### src/rtl/cond_exec_stage_if.sv
// cond_exec_stage_if: handshake and data bundle between the ALU stage, the cond-exec stage and its consumer.
// Upstream side: in_valid/in_ready plus Cond, ALUFlags, FlagW, Result, RegW, MemW, PCS.
// Downstream side: out_valid/out_ready plus out_Result, out_RegWrite, out_MemWrite, out_PCSrc, out_CondEx.
// Status: flags_q (architectural {N,Z,C,V}), squash_cnt.
// master drives the stage's inputs (testbench / surrounding pipeline); slave is the stage itself.
interface cond_exec_stage_if;
    logic        in_valid;
    logic        in_ready;
    logic [3:0]  Cond;
    logic [3:0]  ALUFlags;
    logic [1:0]  FlagW;
    logic [31:0] Result;
    logic        RegW;
    logic        MemW;
    logic        PCS;
    logic        out_valid;
    logic        out_ready;
    logic [31:0] out_Result;
    logic        out_RegWrite;
    logic        out_MemWrite;
    logic        out_PCSrc;
    logic        out_CondEx;
    logic [3:0]  flags_q;
    logic [15:0] squash_cnt;
    modport master (
        output in_valid, Cond, ALUFlags, FlagW, Result, RegW, MemW, PCS, out_ready,
        input  in_ready, out_valid, out_Result, out_RegWrite, out_MemWrite, out_PCSrc, out_CondEx,
               flags_q, squash_cnt
    );
    modport slave (
        input  in_valid, Cond, ALUFlags, FlagW, Result, RegW, MemW, PCS, out_ready,
        output in_ready, out_valid, out_Result, out_RegWrite, out_MemWrite, out_PCSrc, out_CondEx,
               flags_q, squash_cnt
    );
endinterface

### src/rtl/cond_exec_stage.sv
// cond_exec_stage: ARM condition-check stage with a single-entry output register slice and flag register.
// Ports: clk, reset (sync, active-high), bus (cond_exec_stage_if.slave) carrying the in/out handshakes,
// instruction fields, gated write requests, flags_q and squash_cnt.
// Optional feature: define COND_SQUASH_CNT_EN to build a saturating counter of squashed instructions;
// otherwise squash_cnt is tied to zero.
module cond_exec_stage (
    input logic              clk,
    input logic              reset,
    cond_exec_stage_if.slave bus
);
    logic        n, z, c, v, cond_ex, accept;
    logic [15:0] pass_tab;
    assign {n, z, c, v} = bus.flags_q;
    // Pass bit per condition code, indexed by Cond (bit 15 = 1111 never, bit 0 = 0000 EQ).
    assign pass_tab = {1'b0, 1'b1, z | (n != v), ~z & (n == v), n != v, n == v, ~c | z, c & ~z,
                       ~v, v, ~n, n, ~c, c, ~z, z};
    assign cond_ex = pass_tab[bus.Cond];
    assign bus.in_ready = ~bus.out_valid | bus.out_ready;
    assign accept = bus.in_valid & bus.in_ready;
    always_ff @(posedge clk) begin
        if (reset) begin
            bus.out_valid    <= 1'b0;
            bus.out_Result   <= '0;
            bus.out_RegWrite <= 1'b0;
            bus.out_MemWrite <= 1'b0;
            bus.out_PCSrc    <= 1'b0;
            bus.out_CondEx   <= 1'b0;
            bus.flags_q      <= '0;
        end else begin
            bus.out_valid <= accept | (bus.out_valid & ~bus.out_ready);
            if (accept) begin
                bus.out_Result   <= bus.Result;
                bus.out_RegWrite <= bus.RegW & cond_ex;
                bus.out_MemWrite <= bus.MemW & cond_ex;
                bus.out_PCSrc    <= bus.PCS & cond_ex;
                bus.out_CondEx   <= cond_ex;
                if (cond_ex & bus.FlagW[1]) bus.flags_q[3:2] <= bus.ALUFlags[3:2];
                if (cond_ex & bus.FlagW[0]) bus.flags_q[1:0] <= bus.ALUFlags[1:0];
            end
        end
    end
`ifdef COND_SQUASH_CNT_EN
    always_ff @(posedge clk) begin
        if (reset) bus.squash_cnt <= '0;
        else if (accept & ~cond_ex & ~&bus.squash_cnt) bus.squash_cnt <= bus.squash_cnt + 16'd1;
    end
`else
    assign bus.squash_cnt = '0;
`endif
endmodule
### src/flat_wrapper.sv
// flat-port wrapper written by rule: the top's interface ports become plain ports
module cond_exec_stage_flat 
  (clk, reset, bus_in_valid, bus_Cond, bus_ALUFlags, bus_FlagW, bus_Result, bus_RegW, bus_MemW, bus_PCS, bus_out_ready, bus_in_ready, bus_out_valid, bus_out_Result, bus_out_RegWrite, bus_out_MemWrite, bus_out_PCSrc, bus_out_CondEx, bus_flags_q, bus_squash_cnt);
  cond_exec_stage_if bus_i ();
  input logic clk;
  input logic reset;
  input wire logic [$bits(bus_i.in_valid)-1:0] bus_in_valid;
  input wire logic [$bits(bus_i.Cond)-1:0] bus_Cond;
  input wire logic [$bits(bus_i.ALUFlags)-1:0] bus_ALUFlags;
  input wire logic [$bits(bus_i.FlagW)-1:0] bus_FlagW;
  input wire logic [$bits(bus_i.Result)-1:0] bus_Result;
  input wire logic [$bits(bus_i.RegW)-1:0] bus_RegW;
  input wire logic [$bits(bus_i.MemW)-1:0] bus_MemW;
  input wire logic [$bits(bus_i.PCS)-1:0] bus_PCS;
  input wire logic [$bits(bus_i.out_ready)-1:0] bus_out_ready;
  output wire logic [$bits(bus_i.in_ready)-1:0] bus_in_ready;
  output wire logic [$bits(bus_i.out_valid)-1:0] bus_out_valid;
  output wire logic [$bits(bus_i.out_Result)-1:0] bus_out_Result;
  output wire logic [$bits(bus_i.out_RegWrite)-1:0] bus_out_RegWrite;
  output wire logic [$bits(bus_i.out_MemWrite)-1:0] bus_out_MemWrite;
  output wire logic [$bits(bus_i.out_PCSrc)-1:0] bus_out_PCSrc;
  output wire logic [$bits(bus_i.out_CondEx)-1:0] bus_out_CondEx;
  output wire logic [$bits(bus_i.flags_q)-1:0] bus_flags_q;
  output wire logic [$bits(bus_i.squash_cnt)-1:0] bus_squash_cnt;
  assign bus_i.in_valid = bus_in_valid;
  assign bus_i.Cond = bus_Cond;
  assign bus_i.ALUFlags = bus_ALUFlags;
  assign bus_i.FlagW = bus_FlagW;
  assign bus_i.Result = bus_Result;
  assign bus_i.RegW = bus_RegW;
  assign bus_i.MemW = bus_MemW;
  assign bus_i.PCS = bus_PCS;
  assign bus_i.out_ready = bus_out_ready;
  assign bus_in_ready = bus_i.in_ready;
  assign bus_out_valid = bus_i.out_valid;
  assign bus_out_Result = bus_i.out_Result;
  assign bus_out_RegWrite = bus_i.out_RegWrite;
  assign bus_out_MemWrite = bus_i.out_MemWrite;
  assign bus_out_PCSrc = bus_i.out_PCSrc;
  assign bus_out_CondEx = bus_i.out_CondEx;
  assign bus_flags_q = bus_i.flags_q;
  assign bus_squash_cnt = bus_i.squash_cnt;
  cond_exec_stage u_core (.clk(clk), .reset(reset), .bus(bus_i));
endmodule
### config.mk
export PLATFORM = sky130hd
export DESIGN_NAME = cond_exec_stage_flat
export DESIGN_NICKNAME = d
export VERILOG_FILES = /design/src/rtl/cond_exec_stage_if.sv /design/src/rtl/cond_exec_stage.sv /design/src/flat_wrapper.sv
export SDC_FILE = /design/constraint.sdc
export NUM_CORES = 1
export LEC_CHECK = 0
export ABC_CLOCK_PERIOD_IN_PS = 2500
export CAP_MARGIN = 20
export CELL_PAD_IN_SITES_DETAIL_PLACEMENT = 0
export CELL_PAD_IN_SITES_GLOBAL_PLACEMENT = 1
export CORE_MARGIN = 2
export CORE_UTILIZATION = 27
export CTS_CLUSTER_DIAMETER = 30
export CTS_CLUSTER_SIZE = 25
export DETAILED_ROUTE_END_ITERATION = 12
export PLACE_DENSITY = 0.84
export SLEW_MARGIN = 15
export SYNTH_ARGS = -nofsm -noshare
export SYNTH_HDL_FRONTEND = slang
export SYNTH_SLANG_ARGS = --single-unit
### constraint.sdc
create_clock -name clk -period 2.5 [get_ports clk]
set_input_delay 0.5 -clock clk [delete_from_list [all_inputs] [get_ports clk]]
set_output_delay 0.5 -clock clk [all_outputs]
set_load 0.02 [all_outputs]
# Yosys cells after proc, flatten, opt, wreduce, memory -nomap -nowiden
# Index checks and enable logic that the tools add are counted.
word_totals:
  regBits: 41
  word_cells: 34
classes:
  order_cmp: 1
  n_eq_ne: 2
  muxes: 2
  n_bitwise: 19
  n_reduce_logical: 2
op_table:
  columns: ["cell", "n"]
  rows:
  - ["AND 1 bit", 9]
  - ["NOT 1 bit", 6]
  - ["< comparator 4 x 5 -> 1 bit (second input constant)", 1]
  - ["binary-select mux 1 bit (select 4 bit)", 1]
  - ["OR 1 bit", 4]
  - ["AND reduction 2 bit", 2]
  - ["== test 1 bit", 1]
  - ["2-to-1 mux 1 bit", 1]
  - ["!= test 1 bit", 1]

# Longest topological paths before layout
logic_depth:
  word_depth: 6
  ltp_mapped: 6
  mapped_depth_nobuf: 5

# Least setup slack after synthesis
# OpenSTA, ideal clock, no wires.
synth_timing:
  path_kind: "in2reg"
  startpoint: "in bus_out_ready"
  endpoint: "reg u_core.bus.flags_q[3] in the netlist's numbering"
  setup_time_ps: 118
  arrival_ps: 1568
  required_time_ps: 2382
  setup_slack_ps: 814
  stages: 6
  path_buffers: 1
  cell_sequence: "nand2b_1 > and2_1 > buf_2 > nand3b_1 > mux2_4 > mux2i_1"
synth_between:
  elab_chain_len: 3
synth_rtl:
  columns: ["item", "line", "text"]
  rows:
  - ["start: declaration", "flat_wrapper.sv:15", "input wire logic [$bits(bus_i.out_ready)-1:0] bus_out_ready;"]
  - ["OR 1 bit", "cond_exec_stage.sv:18", "assign bus.in_ready = ~bus.out_valid | bus.out_ready;"]
  - ["AND 1 bit", "cond_exec_stage.sv:19", "assign accept = bus.in_valid & bus.in_ready;"]
  - ["AND reduction 2 bit (no line)", null, null]
  - ["end: declaration", "cond_exec_stage_if.sv:33", "flags_q, squash_cnt"]
# Every way passes these cells.
# A chain may end at the register's enable or synchronous reset.

# Worst setup path after layout
layout_timing:
  startpoint: "in bus_out_ready"
  endpoint: "out bus_in_ready"
layout_between:
  elab_chain_len: 1
layout_rtl:
  columns: ["item", "line", "text"]
  rows:
  - ["OR 1 bit", "cond_exec_stage.sv:18", null]
  - ["end: declaration", "flat_wrapper.sv:16", "output wire logic [$bits(bus_i.in_ready)-1:0] bus_in_ready;"]
# Every way passes these cells.

==> results.py <==
metrics = {
    "route": {
        "vias_per_cell": 4.28,
        "drt-initial-drc-count": 82,
        "drc": 0,
        "wl_per_cell_um": 11.8,
        "vias": 1599,
        "postRouteAntennaNets": 0,
        "routed_wl_um": 4400,
        "drt_pass1_iterations": 4,
    },
    "clock_network": {
        "clkSinkCount": 41,
        "cts_buffers": 5,
        "ctsHoldBuffers": 0,
        "cts_tree": "done",
        "insertion_delay_ps": 280,
        "htree_levels": 2,
        "post-cts-setup-buffers": 0,
        "clockBufferDepth": 2,
        "cts_resized": 0,
        "cts_root_buf": "clkbuf_8",
        "clk_pin_slew_worst_paths_ps": 70,
    },
    "timing": {
        "hold_viol": 0,
        "period_share_pct": 88.4,
        "setup_violations": 0,
        "finalCriticalPeriod_ps": 2210,
        "whs_ps": 454,
        "fin_tns_setup_ps": 0,
        "clock.fmax_mhz": 452,
        "rsz0062_at_grt": "false",
        "fin_worst_skew_ps": 6.01,
        "drv_slew": 0,
    },
    "layout": {
        "nets": 348,
        "regArea_um2": 821,
        "fin_util_pct": 45.4,
        "layout.cells.non_filler": 374,
        "drive_gt1_share_pct": 5.02,
        "multi_input_area_um2": 771,
        "synthToLayoutAreaGrowth_pct": 59.9,
        "antenna_cells": 0,
        "fillers": 597,
    },
    "yosys": {
        "seq_area_frac_synth_pct": 48.2,
        "synth_edf_count": 0,
        "ys.flop_type": "dfxtp_1",
        "synth.distinct_cells": 25,
        "synthCells": 208,
        "async_flop_share_pct": 0,
        "synth_area_um2": 1700,
        "yosysWarnings": 0,
        "synth_seq_cells": 41,
        "avgSynthCellArea_um2": 8.18,
    },
    "grt": {
        "grt_pass1_wl_um": 7200,
        "grt_antenna_before_repair": 0,
        "gr-total-overflow": 0,
        "track_usage_pct": 12.8,
        "grt_max_degree": 24,
        "grt_pass1_vias": 1506,
    },
    "floorplanning": {
        "die_h_um": 83.4,
        "fp.dieW_um": 83.4,
        "placeableCoreArea_um2": 5990,
        "rows": 28,
        "start_util_pct": 28.4,
        "ios": 107,
        "die-area_um2": 6950,
    },
    "worst_setup_path": {
        "ff2ff_path_depth": 5,
        "critPathKind": "in2out",
        "crit_required_ps": 2000,
        "cp-start-kind": "primary input",
        "crit_path_max_fanout": 4,
        "end_kind": "primary output",
        "r2r-start": "u_core.bus.flags_q[2]$_SDFFE_PP0P_",
        "crit_start": "bus_out_ready",
        "worst_ep_arrival_time_ps": 1710,
    },
    "power": {
        "p_int_mw": 1.09,
        "switching_power_uw": 400,
        "p_total_mw": 1.49,
        "irDropWorstVdd_v": 0.000307,
        "power.share.switching_pct": 26.9,
        "clockPowerShare_pct": 28.7,
        "p_per_area_nw_per_um2": 547,
        "p_leak_nw": 1.07,
        "combPwrFrac_pct": 23.5,
        "p_seq_share_pct": 47.8,
    },
    "worst_hold_path": {
        "holdPathStages": 2,
        "worstHoldStart": "u_core.bus.out_Result[6]$_SDFFE_PP0P_",
        "hp-class": "reg2reg",
    },
    "outcome": {
        "status": "complete, no violations",
    },
    "placed_design": {
        "place_congestion": 0.761,
        "dpl.cell_count": 367,
        "dp_hpwl_um": 3190,
        "portBuffers": 90,
    },
    "flow_run": {
        "max_cap_viol_count": 0,
    },
}
registers in the layout, indices dropped and copies added, names as in the netlist:
register	cells
u_core.bus.flags_q	4
u_core.bus.out_CondEx	1
u_core.bus.out_MemWrite	1
u_core.bus.out_PCSrc	1
u_core.bus.out_RegWrite	1
u_core.bus.out_Result	32
u_core.bus.out_valid	1
final timing paths:
check	to	slack, ps
worst min-delay path	u_core.bus.out_Result[6]$_SDFFE_PP0P_	450
worst max register to register	u_core.bus.out_MemWrite$_SDFFE_PP0P_	990
worst min register to register	u_core.bus.out_Result[6]$_SDFFE_PP0P_	450
worst max-delay path	bus_in_ready	290
cells in the mapped netlist, drive strengths merged, types with 2 or more instances:
cell    number  area share [%]
a21oi       34              10
a32o         3             1.8
buf         21             8.2
clkbuf       6             1.3
dfxtp       41              48
mux2         2             1.8
mux2i        4             2.4
nand2       65              14
nand2b       9             3.3
nand3        3            0.88
nand3b       2            0.88
nor2         5             1.1
xor2         3             1.5
placed cells by master (no fill, tap or decap), drive strengths merged:
cell type / count
mux2: 2
o211ai: 1
nor4bb: 1
nand2b: 9
and2: 1
conb: 16
nor3: 1
nor3b: 1
xor2: 3
nor2: 5
a32o: 3
o21a: 1
dfxtp: 41
nand2: 65
mux2i: 4
a21oi: 34
nand3b: 2
nand3: 3
xnor2: 1
clkbuf: 7
a211oi: 1
buf: 6
inv: 1
clkdlybuf4s50: 90
metal layers:
metal,track usage (%),vias up,share of wire (%)
met1,16.6,697,46
li1,-,829,-
met2,19.2,69,44
met3,5.67,4,9.9
met4,3.58,0,0.57
met5,0,-,0
power by group through the flow:
stage               Combinational (mW)  Sequential, mW  Clock (mW)
floorplan                        0.140           0.774           0
global placement                 0.350           0.727           0
detailed placement               0.353           0.728           0
CTS                              0.355           0.713       0.449
global route                     0.380           0.717       0.478
finish                           0.350           0.712       0.427
final cells by class:
class | count | area share, %
inverters | 1 | 0.138
clock buffers | 7 | 3.17
repair buffers | 96 | 34.8
flip-flops and latches | 41 | 30.2
well taps | 75 | 3.45
multi-input cells | 154 | 28.3
worst max-delay path, cell delays in order:
cell and delay (ps):
clkdlybuf4s50_1 450, nand2b_1 150, clkdlybuf4s50_1 620
cell families (layout without fill, tap and decap cells):
| kind of cell | count (synthesis) | count (layout) | synth area share (%) |
|---|---|---|---|
| compound gates | 40 | 40 | 13.4 |
| simple gates | 88 | 88 | 22.2 |
| mux | 6 | 6 | 4.12 |
| xor+xnor | 4 | 4 | 2.06 |
| other cells | 1 | 16 | 0.220 |
| buf+inv | 28 | 104 | 9.78 |
| flops | 41 | 41 | 48.2 |
metrics by stage:
step                      instance area [µm²]  setup slack (ps)
after detailed placement                 2640               282
final                                    2720               289
after CTS                                2720               280
after floorplan                          1760               814
after global routing                     2720               249
after global placement                   2640               299
No activity file was read; power rests on OpenSTA's default activity.
